<file path="src/rtl/btb_pkg.sv">
// Shared types for the fetch branch target buffer: table entry layout,
// 2-bit direction counter encoding and the counter saturation helpers.
package btb_pkg;

  // Entry fields are sized for the widest supported PC; narrower builds zero-extend.
  localparam int BtbMaxWidth = 64;

  typedef enum logic [1:0] {
    STRONG_NT = 2'b00,
    WEAK_NT   = 2'b01,
    WEAK_T    = 2'b10,
    STRONG_T  = 2'b11
  } ctr_e;

  typedef struct packed {
    logic                   valid;
    logic [BtbMaxWidth-1:0] tag;
    logic [BtbMaxWidth-1:0] target;
    ctr_e                   ctr;
  } btb_entry_t;

  function automatic ctr_e ctr_next(ctr_e ctr, logic taken);
    ctr_e nxt;
    nxt = ctr;
    case (ctr)
      STRONG_NT: nxt = taken ? WEAK_NT  : STRONG_NT;
      WEAK_NT:   nxt = taken ? WEAK_T   : STRONG_NT;
      WEAK_T:    nxt = taken ? STRONG_T : WEAK_NT;
      default:   nxt = taken ? STRONG_T : WEAK_T;
    endcase
    return nxt;
  endfunction

  function automatic logic [31:0] sat_inc32(logic [31:0] value);
    return (value == 32'hFFFF_FFFF) ? value : value + 32'd1;
  endfunction

endpackage

</file>
<file path="src/rtl/btb_stats.sv">
// Bank of saturating 32-bit event counters used by fetch_btb when
// PRED_STATS_EN is defined.
import btb_pkg::*;

module btb_stats #(
  parameter int NumCounters = 3
) (
  input  logic                        clk,
  input  logic                        rstn,
  input  logic [NumCounters-1:0]      inc,
  output logic [NumCounters-1:0][31:0] count
);

  always_ff @(posedge clk or negedge rstn) begin
    if (!rstn) begin
      count <= '0;
    end else begin
      for (int i = 0; i < NumCounters; i++) begin
        if (inc[i]) count[i] <= sat_inc32(count[i]);
      end
    end
  end

endmodule

</file>
<file path="src/rtl/fetch_btb.sv">
// Direct-mapped branch target buffer with 2-bit direction counters; one-cycle
// lookup, trained by resolution updates. Optional statistics under PRED_STATS_EN.
import btb_pkg::*;

module fetch_btb #(
  parameter int WordSize = 32,
  parameter int Entries  = 16
) (
  input  logic                clk,
  input  logic                rstn,
  input  logic                lookup_valid,
  input  logic [WordSize-1:0] lookup_pc,
  input  logic                flush,
  output logic                pred_valid,
  output logic                pred_hit,
  output logic                pred_taken,
  output logic [WordSize-1:0] pred_pc,
  input  logic                upd_valid,
  input  logic [WordSize-1:0] upd_pc,
  input  logic                upd_taken,
  input  logic [WordSize-1:0] upd_target
`ifdef PRED_STATS_EN
  ,
  output logic [31:0]         stat_lookups,
  output logic [31:0]         stat_hits,
  output logic [31:0]         stat_allocs
`endif
);

  localparam int IdxBits = $clog2(Entries);
  localparam int TagBits = WordSize - IdxBits - 2;

  btb_entry_t           table_q [Entries];
  logic [IdxBits-1:0]   lk_idx;
  logic [IdxBits-1:0]   up_idx;
  logic [TagBits-1:0]   lk_tag;
  logic [TagBits-1:0]   up_tag;
  btb_entry_t           lk_entry;
  btb_entry_t           up_entry;
  logic                 lk_hit;
  logic                 lk_taken;
  logic                 up_hit;
  logic                 alloc;
  logic                 upd_pc_unused;

  assign lk_idx        = lookup_pc[IdxBits+1:2];
  assign lk_tag        = lookup_pc[WordSize-1:IdxBits+2];
  assign up_idx        = upd_pc[IdxBits+1:2];
  assign up_tag        = upd_pc[WordSize-1:IdxBits+2];
  assign upd_pc_unused = ^upd_pc[1:0];

  // Both ports read the table as it stood before this edge's update.
  always_comb begin
    lk_entry = table_q[lk_idx];
    up_entry = table_q[up_idx];
    lk_hit   = lk_entry.valid && (lk_entry.tag == BtbMaxWidth'(lk_tag));
    lk_taken = lk_hit && (lk_entry.ctr inside {WEAK_T, STRONG_T});
    up_hit   = up_entry.valid && (up_entry.tag == BtbMaxWidth'(up_tag));
    alloc    = upd_valid && !up_hit && upd_taken;
  end

  // Training: hits move the counter (and retarget on taken), taken misses
  // claim the slot. Flush does not suppress training.
  always_ff @(posedge clk or negedge rstn) begin
    if (!rstn) begin
      for (int i = 0; i < Entries; i++) begin
        table_q[i] <= '{valid: 1'b0, tag: '0, target: '0, ctr: WEAK_NT};
      end
    end else if (upd_valid) begin
      if (up_hit) begin
        table_q[up_idx].ctr <= ctr_next(up_entry.ctr, upd_taken);
        if (upd_taken) table_q[up_idx].target <= BtbMaxWidth'(upd_target);
      end else if (alloc) begin
        table_q[up_idx] <= '{valid: 1'b1, tag: BtbMaxWidth'(up_tag),
                             target: BtbMaxWidth'(upd_target), ctr: WEAK_T};
      end
    end
  end

  // pred_pc keeps its last value whenever no new prediction is issued.
  always_ff @(posedge clk or negedge rstn) begin
    if (!rstn) begin
      pred_valid <= 1'b0;
      pred_hit   <= 1'b0;
      pred_taken <= 1'b0;
      pred_pc    <= '0;
    end else if (flush || !lookup_valid) begin
      pred_valid <= 1'b0;
      pred_hit   <= 1'b0;
      pred_taken <= 1'b0;
    end else begin
      pred_valid <= 1'b1;
      pred_hit   <= lk_hit;
      pred_taken <= lk_taken;
      pred_pc    <= lk_taken ? WordSize'(lk_entry.target) : lookup_pc + WordSize'(4);
    end
  end

`ifdef PRED_STATS_EN
  logic [2:0][31:0] stat_count;

  btb_stats #(
    .NumCounters(3)
  ) u_stats (
    .clk   (clk),
    .rstn  (rstn),
    .inc   ({alloc, pred_hit, lookup_valid}),
    .count (stat_count)
  );

  assign stat_lookups = stat_count[0];
  assign stat_hits    = stat_count[1];
  assign stat_allocs  = stat_count[2];
`endif

endmodule

</file>
<file path="config.mk">
export PLATFORM = sky130hd
export DESIGN_NAME = fetch_btb
export DESIGN_NICKNAME = d
export VERILOG_FILES = /design/src/rtl/btb_pkg.sv /design/src/rtl/btb_stats.sv /design/src/rtl/fetch_btb.sv
export SDC_FILE = /design/constraint.sdc
export NUM_CORES = 2
export LEC_CHECK = 0
export BUFFER_PORTS_ARGS = -buffer_cell sky130_fd_sc_hd__buf_2
export CAP_MARGIN = 20
export CELL_PAD_IN_SITES_DETAIL_PLACEMENT = 0
export CELL_PAD_IN_SITES_GLOBAL_PLACEMENT = 1
export CORE_MARGIN = 3
export CORE_UTILIZATION = 45
export CTS_BUF_LIST = sky130_fd_sc_hd__clkbuf_16
export DETAILED_ROUTE_END_ITERATION = 12
export PLACE_DENSITY_LB_ADDON = 0.1
export SYNTH_ARGS = -nofsm -noshare
export SYNTH_HDL_FRONTEND = slang
export SYNTH_HIERARCHICAL = 1
export SYNTH_SLANG_ARGS = --single-unit
</file>
<file path="constraint.sdc">
create_clock -name clk -period 4.79 [get_ports clk]
set_input_delay 0.7185 -clock clk [delete_from_list [all_inputs] [get_ports clk]]
set_output_delay 0.7185 -clock clk [all_outputs]
set_load 0.02 [all_outputs]
</file>
Word level (Yosys, flattened, before mapping):

Cells that the tools add are included.

* magnitude comparators: 3
* equal/unequal tests: 6
* reduce and logical (&&, ||, !) cells: 13
* bitwise operators: 2
* $add $sub $neg: 1
* muxes and demuxes: 29

Operators with widths (number)
* $bwmux 2096: 3
* $mux 2096: 3
* $demux 131 s4: 3
* $bmux 131 s4: 2
* $mux 131: 5
* $eq 64x26->1: 2
* $mux 66: 1
* $add 32x3->32 const B: 1
* $mux 32: 1
* $ge 5x5->1 const B: 2
* $mux 2: 5
* $not 4->5: 2
* $eq 2x2->1 const B: 3
* $logic_and 1x1->1: 6
* $pmux 2 s3: 1
* $lt 5x1->1 const B: 1
* $mux 1: 5
* $reduce_bool 2->1: 2
* $eq 2x1->1 const B: 1
* $logic_not 1->1: 2
* $logic_not 2->1: 1
* $reduce_and 2->1: 1
* $logic_or 1x1->1: 1

* bits of input ports: 102
* output and inout bits: 35
* word-level logic and storage cells: 122
* flip-flop bits (word level): 2131

Longest topological paths before layout:

* depth after elaboration: 12
* mapped depth: 16
* depth with buffers taken out: 8

Least setup slack after synthesis:

Ideal clock, no wire load.

* path kind: in2reg
* start: in lookup_pc[2]
* end: reg pred_pc[5]
* cell stages on the path: 14
* data required time: 4663 ps
* buffers on the path: 9
* slack: 791 ps
* data arrival time: 3872 ps
* library setup time: 127 ps
* cells stage by stage: buf_6 buf_12 buf_12 buf_6 buf_4 buf_2 clkbuf_1 buf_2 buf_2 mux4_2 mux4_2 nand2b_1 o41ai_1 o21ai_1

* longest elaborated chain between the ends: 8
* elaborated cells between the ends (all ways): 12
* classes of those cells: add/sub (1); eq/ne (3); mux (4); bitwise (1); reduce/logical (3)

Ends and longest elaborated chain
* start, declared: line fetch_btb.sv:12 `input logic [WordSize-1:0] lookup_pc,`
* $not 4->5 (not written as such): line fetch_btb.sv:54 `lk_entry = table_q[lk_idx];`
* $bmux 131 s4: line fetch_btb.sv:54
* $mux 131 (not written as such) (2 in a row): line fetch_btb.sv:54
* $eq 64x26->1 or $eq 2x2->1 (tied branches): line fetch_btb.sv:56, fetch_btb.sv:57
* $logic_and 1x1->1 or $reduce_bool 2->1 (tied branches): line fetch_btb.sv:56, fetch_btb.sv:57
* $logic_and 1x1->1: line fetch_btb.sv:57 `lk_taken = lk_hit && (lk_entry.ctr inside {WEAK_T, STRONG_T});`
* $mux 32 *: line fetch_btb.sv:95 `pred_pc <= lk_taken ? WordSize'(lk_entry.target) : lookup_pc + WordSize'(4);`
* end signal, assigned: line fetch_btb.sv:95
* end, declared: line fetch_btb.sv:17 `output logic [WordSize-1:0] pred_pc,`

Every way passes the cells marked *; elsewhere a longest branch is shown, timed or not. The select of a mux whose other input is x is not followed.
A chain may end at the register's enable or synchronous reset.

Worst setup path after layout:

* start: in lookup_pc[2]
* end: reg pred_pc[17]

The elaborated chain is that of the path after synthesis.

==> impl_metrics.yaml <==
outcome:
  status: "completed"
global_route:
  grt_overflow_total: 0
  antenna_found_initial: 16
  track_usage_pct: 27.9
  grt_pass1_vias: 35500
  grt_first_pass_wirelength_mm: 243
  grt_max_degree: 119
setup_path:
  critPathKind: "in2reg"
  worstPathRequired_ns: 5.38
  critPathLaunch: "lookup_pc[2]"
  r2r_end: "pred_pc[17]"
  path_max_fanout: 35
  rr_worst_depth: 10
  endpoint: "pred_pc[17]"
  ff2ff_setup_slack_ns: 0.81
  arrival_ns: 4.59
  r2r_start: "table_q[345]"
  critPathCaptureType: "flip-flop"
  cp-start-kind: "input port"
place:
  dpl.hpwl_mm: 106
  io_buffers: 134
  placed_area_mm2: 0.0550
  gp_congestion: 0.879
yosys:
  synth-seq-cells: 1011
  yosys_warnings: 6
  synth_top_flop_cell: "dfrtp_1"
  syn-cell-area_mm2: 0.0517
  netlist_instances: 3541
  synth_area_leaders: "dfrtp_1 48%, mux4_2 15%, mux2_2 12%, mux2_1 8.8%, mux2i_1 1.6%"
  netlist.area_leader.share_pct: 48.2
  synth_edf_count: 0
  synth_sequential_area_ratio_pct: 49.0
  synth_area_per_cell_um2: 14.6
  netlist.top_cell.by_area: "dfrtp_1"
  async_flop_share_pct: 100
  synth_nets: 3644
  post_synth_num_cell_types: 85
drt:
  routedWlPerCell_um: 31.2
  drc: 0
  vias_per_cell: 6.31
  routed_wirelength_mm: 164
  drt-initial-drc-count: 2506
  vias: 33200
  drt_pre_antenna_iters: 6
  ant_nets: 0
clock_network:
  cts_buffers: 112
  cts_tree: "built"
  cts_root_buf: "clkbuf_16"
  clk_path_buf_depth: 3
  cts_setup_buffers: 0
  clk_pin_slew_ns: 0.06
  cts_resized: 0
  clk-insertion-delay-late_ns: 0.72
  cts_hold_buf: 0
  cts_sinks: 1011
  cts_htree_levels: 3
cells_and_area:
  design_area_mm2: 0.0586
  drive_gt1_share_pct: 38.9
  syn_to_final_growth_pct: 13.3
  final_cell_mix: "995 x dfrtp_1, 557 x mux2_2, 402 x mux2_1, 352 x mux4_2, 133 x buf_4"
  multi_input_area_mm2: 0.0249
  layout_commonest_cell: "dfrtp_1"
  nets: 3759
  fillers: 9588
  regArea_mm2: 0.0253
sta:
  fin_crit_sh_pct: 83.4
  finalClockSkew_ns: 0.0295
  slew_headroom_pct: 28.0
  period_minus_slack_ns: 3.99
  hold_slack_ns: 0.0403
  final-hold-violation-count: 0
  finalSetupTns_ns: 0
  maxSlewViolCount: 0
  max_freq_mhz: 250
  worstMarginPinSlew_ns: 1.07
  grt_setup_unrepaired: "false"
  finalSetupViolations: 0
hold_path:
  hold_class: "in2async"
floorplan:
  io_pins: 137
  die_h_um: 345
  rows: 123
  die_w_um: 345
  start_util_pct: 45.6
  design.core.area_mm2: 0.113
  dieArea_mm2: 0.119
power:
  vdd_drop_max_mv: 0.276
  power.density_mw_per_mm2: 411
  power_leakage_uw: 0.0257
flow_run:
  maxCapViolCount: 0
Yosys cell counts (44+ instances only):
cell and instances:
dfrtp_1 995, mux2_2 557, mux2_1 402, mux4_2 352, clkbuf_1 167, nand2_1 92
buf_2 88, nor2_1 86, mux2i_1 85, a21oi_1 45, xnor2_1 44
flip-flops by register name, indices dropped and copies added (netlist names):
signal / flops
pred_hit: 1
pred_pc: 32
pred_taken: 1
pred_valid: 1
table_q: 976
where the power goes:
part	total (uW)	switching [uW]	internal (uW)	leakage [uW]
logic	4550	1990	2560	0.0110
registers	11100	995	10200	0.0128
clock network	8400	3630	4770	0.00182
total	24100	6610	17500	0.0257
worst min path at each step:
stage                              from             to  slack, ns  depth (start not counted)
final                              rstn  table_q[1393]       0.04                          1
after global routing               rstn  table_q[1393]       0.06                          1
after CTS                          rstn   table_q[476]       0.03                          1
after detailed placement  table_q[1834]  table_q[1834]       0.46                          2
after global placement    table_q[1833]  table_q[1833]       0.46                          1
after floorplan                    rstn       pred_hit       0.42                          0
critical path, cell delays in order:
cell and delay, ns:
buf_8 0.25, mux4_1 0.62, mux4_2 0.57, xnor2_1 0.17, and4b_1 0.27, nand4bb_1 0.27
or4_1 0.71, buf_12 0.24, o41ai_1 0.50, buf_4 0.19, o21ai_1 0.05
final cells by class:
class                      count  share of cell area, %
clock buffer                 112                   4.78
multi-input combinational   2193                   42.5
antenna                       12                 0.0513
tap                         1500                   3.20
sequential                  1011                   43.2
inverter                      15                  0.100
timing repair buffer         323                   4.91
clock inverter                93                   1.25
routing by layer:
metal	wire, um	vias to the layer above	share of wire (%)	track usage (%)
met3	10100	337	6.1	5.35
met5	7	-	0.0043	0
li1	-	13800	-	-
met1	67500	18000	41	36.7
met2	80400	1063	49	46.5
met4	6110	2	3.7	9.57
metrics by stage:
stage          setup slack [ns]  std cells  utilization, %  power [uW]
4_1_cts                   0.822       5247            51.7       24300
6_report                  0.796       5259            51.7       24100
3_5_place_dp              0.153       5042            48.6       15800
5_1_grt                   0.659       5248            51.7       25100
2_1_floorplan             0.791       3541               -       14200
3_3_place_gp              0.165       5042            48.6       15500
kinds of logic after synthesis:
group                      share of synthesized area, %
buffers and inverters                              3.12
AOI/OAI and AO/OA                                  4.30
DFF                                                49.0
and+or+nand+nor                                    4.33
muxes                                              38.1
xor gates and xnor gates                           1.07
adders and majority gates                        0.0629
Power figures use the tool's default switching activity.
